File: src/rtl/ibex_pext_mac_seq.sv
// ============================================================================
//  Module   : ibex_pext_mac_seq
//  Purpose  : Multi-cycle sequencer for the P-extension 32x32 multiply and
//             multiply-accumulate ops (MUL low, KMMAC, KMMSB, MSUBR32).
//             One shared external 17x17 signed multiplier is time-shared over
//             four partial-product cycles into a 64-bit accumulator. The FIN
//             cycle adds/subtracts the addend, saturates where needed, and
//             strobes valid_o for one cycle.
//  Ports    : clk_i, rst_ni        clock, asynchronous active-low reset
//             en_i, flush_i        op request (held until valid_o), kill
//             op_i                 00 MUL, 01 KMMAC, 10 KMMSB, 11 MSUBR32
//             op_a_i/op_b_i/op_c_i multiplicand, multiplier, addend
//             mult_op_a_o/_b_o     17-bit signed operands to the multiplier
//             mult_res_i           34-bit combinational product from it
//             busy_o               high in PP1..FIN
//             valid_o, result_o,   one-cycle result strobe, result and
//             ov_o                 saturation flag (zero when not valid)
//  Revision : 1.0 - initial release
// ============================================================================
`default_nettype none

module ibex_pext_mac_seq (
    input  logic        clk_i,
    input  logic        rst_ni,
    input  logic        en_i,
    input  logic        flush_i,
    input  logic [1:0]  op_i,
    input  logic [31:0] op_a_i,
    input  logic [31:0] op_b_i,
    input  logic [31:0] op_c_i,
    output logic [16:0] mult_op_a_o,
    output logic [16:0] mult_op_b_o,
    input  logic [33:0] mult_res_i,
    output logic        busy_o,
    output logic        valid_o,
    output logic [31:0] result_o,
    output logic        ov_o
);

    localparam logic [1:0] c_OP_MUL     = 2'b00;
    localparam logic [1:0] c_OP_KMMAC   = 2'b01;
    localparam logic [1:0] c_OP_KMMSB   = 2'b10;
    localparam logic [1:0] c_OP_MSUBR32 = 2'b11;

    typedef enum logic [2:0] {
        S_IDLE = 3'd0,
        S_PP1  = 3'd1,
        S_PP2  = 3'd2,
        S_PP3  = 3'd3,
        S_FIN  = 3'd4
    } state_e;

    state_e      r_state;
    state_e      w_state_nxt;
    logic [63:0] r_acc;
    logic [63:0] w_acc_nxt;

    // Low halves are unsigned magnitudes, high halves carry the sign, so
    // a = AH*2^16 + AL and the four cross products sum to the exact product.
    logic [16:0] w_al;
    logic [16:0] w_ah;
    logic [16:0] w_bl;
    logic [16:0] w_bh;
    logic [63:0] w_res_sext;

    assign w_al       = {1'b0, op_a_i[15:0]};
    assign w_ah       = {op_a_i[31], op_a_i[31:16]};
    assign w_bl       = {1'b0, op_b_i[15:0]};
    assign w_bh       = {op_b_i[31], op_b_i[31:16]};
    assign w_res_sext = {{30{mult_res_i[33]}}, mult_res_i};

    // ------------------------------------------------------------------
    // State and accumulator registers
    // ------------------------------------------------------------------
    always_ff @(posedge clk_i or negedge rst_ni) begin
        if (!rst_ni) begin
            r_state <= S_IDLE;
            r_acc   <= '0;
        end else begin
            r_state <= w_state_nxt;
            r_acc   <= w_acc_nxt;
        end
    end

    // ------------------------------------------------------------------
    // Next-state, accumulator update and multiplier operand steering
    // ------------------------------------------------------------------
    always_comb begin
        w_state_nxt = r_state;
        w_acc_nxt   = r_acc;
        mult_op_a_o = '0;
        mult_op_b_o = '0;

        case (r_state)
            S_IDLE: begin
                mult_op_a_o = w_al;
                mult_op_b_o = w_bl;
                if (en_i && !flush_i) begin
                    w_acc_nxt   = w_res_sext;
                    w_state_nxt = S_PP1;
                end
            end
            S_PP1: begin
                mult_op_a_o = w_al;
                mult_op_b_o = w_bh;
                if (flush_i || !en_i) begin
                    w_acc_nxt   = '0;
                    w_state_nxt = S_IDLE;
                end else begin
                    w_acc_nxt   = r_acc + (w_res_sext << 16);
                    w_state_nxt = S_PP2;
                end
            end
            S_PP2: begin
                mult_op_a_o = w_ah;
                mult_op_b_o = w_bl;
                if (flush_i || !en_i) begin
                    w_acc_nxt   = '0;
                    w_state_nxt = S_IDLE;
                end else begin
                    w_acc_nxt   = r_acc + (w_res_sext << 16);
                    w_state_nxt = S_PP3;
                end
            end
            S_PP3: begin
                mult_op_a_o = w_ah;
                mult_op_b_o = w_bh;
                if (flush_i || !en_i) begin
                    w_acc_nxt   = '0;
                    w_state_nxt = S_IDLE;
                end else begin
                    w_acc_nxt   = r_acc + (w_res_sext << 32);
                    w_state_nxt = S_FIN;
                end
            end
            S_FIN: begin
                w_state_nxt = S_IDLE;
            end
            default: begin
                w_state_nxt = S_IDLE;
                w_acc_nxt   = '0;
            end
        endcase
    end

    // ------------------------------------------------------------------
    // Final computation from the exact 64-bit product in r_acc
    // ------------------------------------------------------------------
    logic [31:0] w_p_hi;
    logic [31:0] w_p_lo;
    logic [32:0] w_sum33;
    logic [32:0] w_dif33;
    logic [32:0] w_sat_in;
    logic [31:0] w_fin_res;
    logic        w_fin_ov;
    logic        w_valid;

    assign w_p_hi   = r_acc[63:32];
    assign w_p_lo   = r_acc[31:0];
    assign w_sum33  = {op_c_i[31], op_c_i} + {w_p_hi[31], w_p_hi};
    assign w_dif33  = {op_c_i[31], op_c_i} - {w_p_hi[31], w_p_hi};
    assign w_sat_in = (op_i == c_OP_KMMSB) ? w_dif33 : w_sum33;

    always_comb begin
        w_fin_res = '0;
        w_fin_ov  = 1'b0;
        case (op_i)
            c_OP_MUL: begin
                w_fin_res = w_p_lo;
            end
            c_OP_KMMAC, c_OP_KMMSB: begin
                // The 33-bit sum overflowed the 32-bit range when its two top
                // bits disagree; bit 32 then tells the true sign.
                if (w_sat_in[32] != w_sat_in[31]) begin
                    w_fin_res = w_sat_in[32] ? 32'h8000_0000 : 32'h7FFF_FFFF;
                    w_fin_ov  = 1'b1;
                end else begin
                    w_fin_res = w_sat_in[31:0];
                end
            end
            c_OP_MSUBR32: begin
                w_fin_res = op_c_i - w_p_lo;
            end
            default: begin
                w_fin_res = '0;
            end
        endcase
    end

    assign w_valid  = (r_state == S_FIN) && !flush_i;
    assign valid_o  = w_valid;
    assign busy_o   = (r_state != S_IDLE);
    // Gated so result and flag read as zero outside the strobe, including reset.
    assign result_o = w_valid ? w_fin_res : 32'h0;
    assign ov_o     = w_valid ? w_fin_ov : 1'b0;

endmodule

`default_nettype wire

File: config.mk
export PLATFORM = sky130hd
export DESIGN_NAME = ibex_pext_mac_seq
export DESIGN_NICKNAME = d
export VERILOG_FILES = /design/src/rtl/ibex_pext_mac_seq.sv
export SDC_FILE = /design/constraint.sdc
export NUM_CORES = 1
export LEC_CHECK = 0
export BUFFER_PORTS_ARGS = -buffer_cell sky130_fd_sc_hd__buf_2
export CAP_MARGIN = 20
export CORE_ASPECT_RATIO = 0.75
export CORE_MARGIN = 5
export CORE_UTILIZATION = 30
export CTS_CLUSTER_SIZE = 30
export DETAILED_ROUTE_END_ITERATION = 16
export PLACE_DENSITY = 0.52
export REMOVE_ABC_BUFFERS = 1
export SLEW_MARGIN = 10
export SYNTH_ARGS = -nofsm -noshare
export SYNTH_HDL_FRONTEND = slang
export SYNTH_SLANG_ARGS = --single-unit
File: constraint.sdc
create_clock -name clk_i -period 5.32 [get_ports clk_i]
set_input_delay 0.266 -clock clk_i [delete_from_list [all_inputs] [get_ports clk_i]]
set_output_delay 0.266 -clock clk_i [all_outputs]
set_load 0.05 [all_outputs]
Yosys cells after proc, flatten, opt, wreduce, memory -nomap -nowiden --
Cells that the tools add are included.
Cells by class: add/sub/neg operators 5, equal/unequal tests 9, mux-type cells 19, bitwise logic cells 1, reduce and logical (&&, ||, !) cells 15
Operators with widths (count):
- $pmux 64 s4 | 1
- $mux 64 | 3
- $add 64x64->64 | 2
- $mux 32 | 3
- $pmux 32 s3 | 1
- $pmux 17 s2 | 2
- $add 32x32->33 | 1
- $mux 33 | 1
- $sub 32x32->33 | 1
- $sub 32x32->32 | 1
- $pmux 3 s4 | 1
- $reduce_or 2->1 | 6
- $eq 3x2->1 const B | 2
- $mux 3 | 2
- $eq 2x2->1 const B | 2
- $mux 2 | 2
- $eq 3x1->1 const B | 1
- $eq 3x3->1 const B | 1
- $logic_not 3->1 | 1
- $mux 1 | 3
- $reduce_bool 3->1 | 1
- $eq 2x1->1 const B | 1
- $logic_and 1x1->1 | 2
- $logic_not 1->1 | 2
- other kinds (6) | 6
Storage, ports and cells: flip-flop bits (word level) 67, input port bits 136, output and inout port bits 69, logic and storage cells 51

Longest topological paths before layout --
depth after elaboration 6, gate-level depth with buffers 19, depth with buffers taken out 18

Worst setup path before layout --
Ideal clock, no wire load.
path kind reg-to-output, start register r_acc[33], end output port result_o[2], arrival 5.314 ns, required time 5.054 ns, setup slack -0.260 ns, cell stages (with the launch flop) 20, path buffers 1, path through dfrtp_1 inv_1 ha_1 or4b_4 nor3_1 and3_1 nor2_1 xnor2_1 ha_1 o21ai_0 o21ai_0 a41oi_1 o31ai_1 o211ai_1 nor3b_4 mux2_2 nand3_2 buf_6 o21ai_1 a221oi_1
Between the ends: longest elaborated chain between the ends 6, elaborated cells on any way between the ends 8, those cells by class add/sub: 2; eq/ne: 1; mux: 5
RTL lines:
- start: declaration | line 55 | logic [63:0] r_acc;
- start signal: assignment | line 81 | r_acc <= w_acc_nxt;
- $add 32x32->33 / $sub 32x32->33 (equally long branches) | line 160, 161
- $mux 33 (*) | line 162 | assign w_sat_in = (op_i == c_OP_KMMSB) ? w_dif33 : w_sum33;
- $mux 32 / $ne 1x1->1 (equally long branches) | line 175, 174
- $mux 32 (*) | line 174 | if (w_sat_in[32] != w_sat_in[31]) begin
- $pmux 32 s3 (*) | line 167 | case (op_i)
- $mux 32 (*) | line 194 | assign result_o = w_valid ? w_fin_res : 32'h0;
- end: declaration | line 36 | output logic [31:0] result_o,
Mark *: on every way between the ends. The rest lies on a longest branch, timed or not.

Final worst setup path --
start register r_acc[36], end output port result_o[30]
Same word-level chain as after synthesis.

==> results_dict.tcl <==
set metrics [dict create \
    setup_viol 0 \
    drt-total-wl_um 53700 \
    ir_drop_v 0.000179 \
    yosys_warnings 0 \
    clock-root-buffer "clkbuf_16" \
    dp_slack_ns 0.214 \
    gp_congestion 0.989 \
    finalClockSkew_ns 0.0152 \
    wl_per_cell_um 21.7 \
    hpwlAfterDp_um 43100 \
    drive_above_1_share_pct 20.2 \
    cp-start-kind "register" \
    port_buffers 204 \
    syn_inst 1707 \
    drt-vias-per-instance 5.71 \
    area_growth_pct 19.2 \
    r2r_start "r_acc[32]" \
    synth_compound_area_share_pct 35.2 \
    syn_area_um2 12700 \
    ys_top_cells_by_count "201 x a21oi_1, 151 x nor2_1, 145 x ha_1, 140 x nand2_1, 128 x o21ai_0" \
    rrSetupSlack_ns 1.15 \
    final.min_clock_period_ns 5.20 \
    yosys.area_share.simple_pct 18.2 \
    vias 14100 \
    crit_required_ns 5.05 \
    crit_fanout 8 \
    fp.dieH_um 188 \
    synth.area.mux_share_pct 2.85 \
    crit_chain "or4b_4, nor3_4, and3_4, nor2_1, xnor2_1, ha_2, o21ai_2, o21ai_0, a41oi_2, o31ai_4, o211ai_1, nor3b_4, xnor2_2, xnor3_2, clkbuf_16, o31ai_4, a31oi_1, buf_4" \
    grt_max_degree 68 \
    cts_tree "built" \
    maxCapViolations 0 \
    crit_path_max_incr_delay_ns 0.62 \
    clock.fmax_mhz 192 \
    grt_pass1_vias 12700 \
    start_util_pct 30.3 \
    core_area_um2 42000 \
    dieArea_um2 46700 \
    numCtsBuffers 9 \
    cts_sinks 67 \
    crit_path_start "r_acc[36]" \
    finalHoldViolCount 0 \
    cts.path.max_buffers 2 \
    endpoint_kind "output pin" \
    die_width_um 248 \
    synthFlopType "dfrtp_1" \
    synth_top_family_by_area "compound AO/OA/AOI/OAI gates" \
    synth_edf_count 0 \
    p_per_area_nw_per_um2 346 \
    min_path_type "in2async" \
    insertedDiodeCount 0 \
    clkLatencyLatePin_ns 0.35 \
    status "complete, no violations" \
    cp.arrival_ns 4.94 \
    utilization_pct 36.1 \
    p_leak_uw 0.00679 \
    syn_avg_cell_area_um2 7.45 \
    pin_count 205 \
    grt_overflow 0 \
    synth_area_leaders "ha_1 14%, dfrtp_1 13%, a21oi_1 7.9%, xnor2_1 6.7%, o21ai_0 5.0%" \
    seq_area_frac_synth_pct 13.2 \
    synth_xor_xnor_area_share_pct 10.4 \
    worst_pin_slew_ns 1.10 \
    htreeDepth 3 \
    async_reset_ff_share_pct 100 \
    nNetsFinal 2183 \
    path_clk_slew_ns 0.07 \
    relSlewSlack_pct 26.9 \
    yosys.area.top_type_share_pct 14.3 \
    grt_pass1_wl_um 77600 \
    antenna_left 0 \
    finalCritPeriodShare_pct 97.8 \
    fin_area_um2 15200 \
    drv_slew 0 \
    final.setup.worst_slack_ns 0.116 \
    cpMostUsedCell "o31ai_4" \
    crit_slowest_cell "or4b_4" \
    critPathKind "reg2out" \
    grt_util_all_layers_pct 21.3 \
    synth_fa_ha_area_share_pct 14.9 \
    netlist.top_cell.by_area "ha_1" \
    place_area_um2 14400 \
    ys_ff_latch 67 \
    drc_errors 0 \
    synth_cell_type_count 94 \
    rows 65 \
    antenna_found_initial 1 \
    drtIter0Drc 1299 \
    firstDrtPassIters 5 \
    yosysMostFrequentCell "a21oi_1" \
]
## area by class of cell
class / count / area (µm²)
clock buffers: 9 / 225
clock inverters: 6 / 43.8
fillers: 4462 / 26800
inverters: 76 / 285
multi-input cells: 1484 / 10600
flip-flops and latches: 67 / 1680
well taps: 569 / 712
repair buffers: 260 / 1650
## worst paths after layout
kind,to,cells past startpoint
max,result_o[30],18
min,r_acc[57],2
max reg2reg,r_acc[62],14
min reg2reg,r_acc[14],2
max in group asynchronous,r_acc[21],2
min in group clk_i,r_acc[0],3
## report_power, final
part           switching (µW)  internal, µW
logic                    2370          1550
registers                 157           596
clock network             252           314
## what timing repair did
action / 4_1_cts / 5_1_grt
cloned: 0 / 5
endpoints found under the setup margin: 31 / 32
pin swaps: 0 / 22
gates resized for setup: 4 / 92
setup buffers: 0 / 13
hold buffers: 0 / 0
## layout by cell type (no fill, tap or decap), types with 34 or more instances in the layout
cell,n
dfrtp_1,67
xor2_1,47
buf_2,175
ha_1,137
a21o_1,66
inv_1,72
a21oi_1,200
buf_4,71
nand2_1,140
o21ai_0,122
xnor2_1,98
mux2i_1,34
nor2_1,151
## flip-flops by register name (all words and copies together), names as in the netlist
| name | cells |
|---|---|
| r_acc | 64 |
| r_state | 3 |
## stage by stage
step           power (µW)  std cells  setup TNS (ns)  hold slack [ns]
6_report             5240       2471               0            0.127
5_1_grt              5590       2471          -0.338            0.222
4_1_cts              4810       2451               0            0.171
3_3_place_gp         4230       2436               0            0.464
3_5_place_dp         4230       2436               0            0.471
2_1_floorplan        3220       1627           -5.27          -0.0296
## logic make-up (layout without fill, tap and decap cells)
logic type | after synthesis | after routing
AO/OA/AOI/OAI | 672 | 672
XOR/XNOR | 148 | 148
adder cells (fa/ha/maj) | 149 | 149
buffers and inverters | 156 | 351
flip-flops | 67 | 67
multiplexers | 36 | 36
AND/OR/NAND/NOR | 479 | 479
## critical path, delay by kind of cell, from the launching register on
kind	cells	cell delay (ns)
AO/OA/AOI/OAI	7	1.08
XOR/XNOR	3	0.77
adder cells (fa/ha/maj)	1	0.35
buffers and inverters	2	0.46
flip-flops	1	0.51
AND/OR/NAND/NOR	5	1.41
## metal layers
metal | wire length [µm] | GRT usage, %
met5 | 7 | 0
met4 | 669 | 3.07
met3 | 5620 | 4.62
met2 | 21600 | 29.4
met1 | 25800 | 34.0
Note: power is estimated with default switching activity, not from simulation.
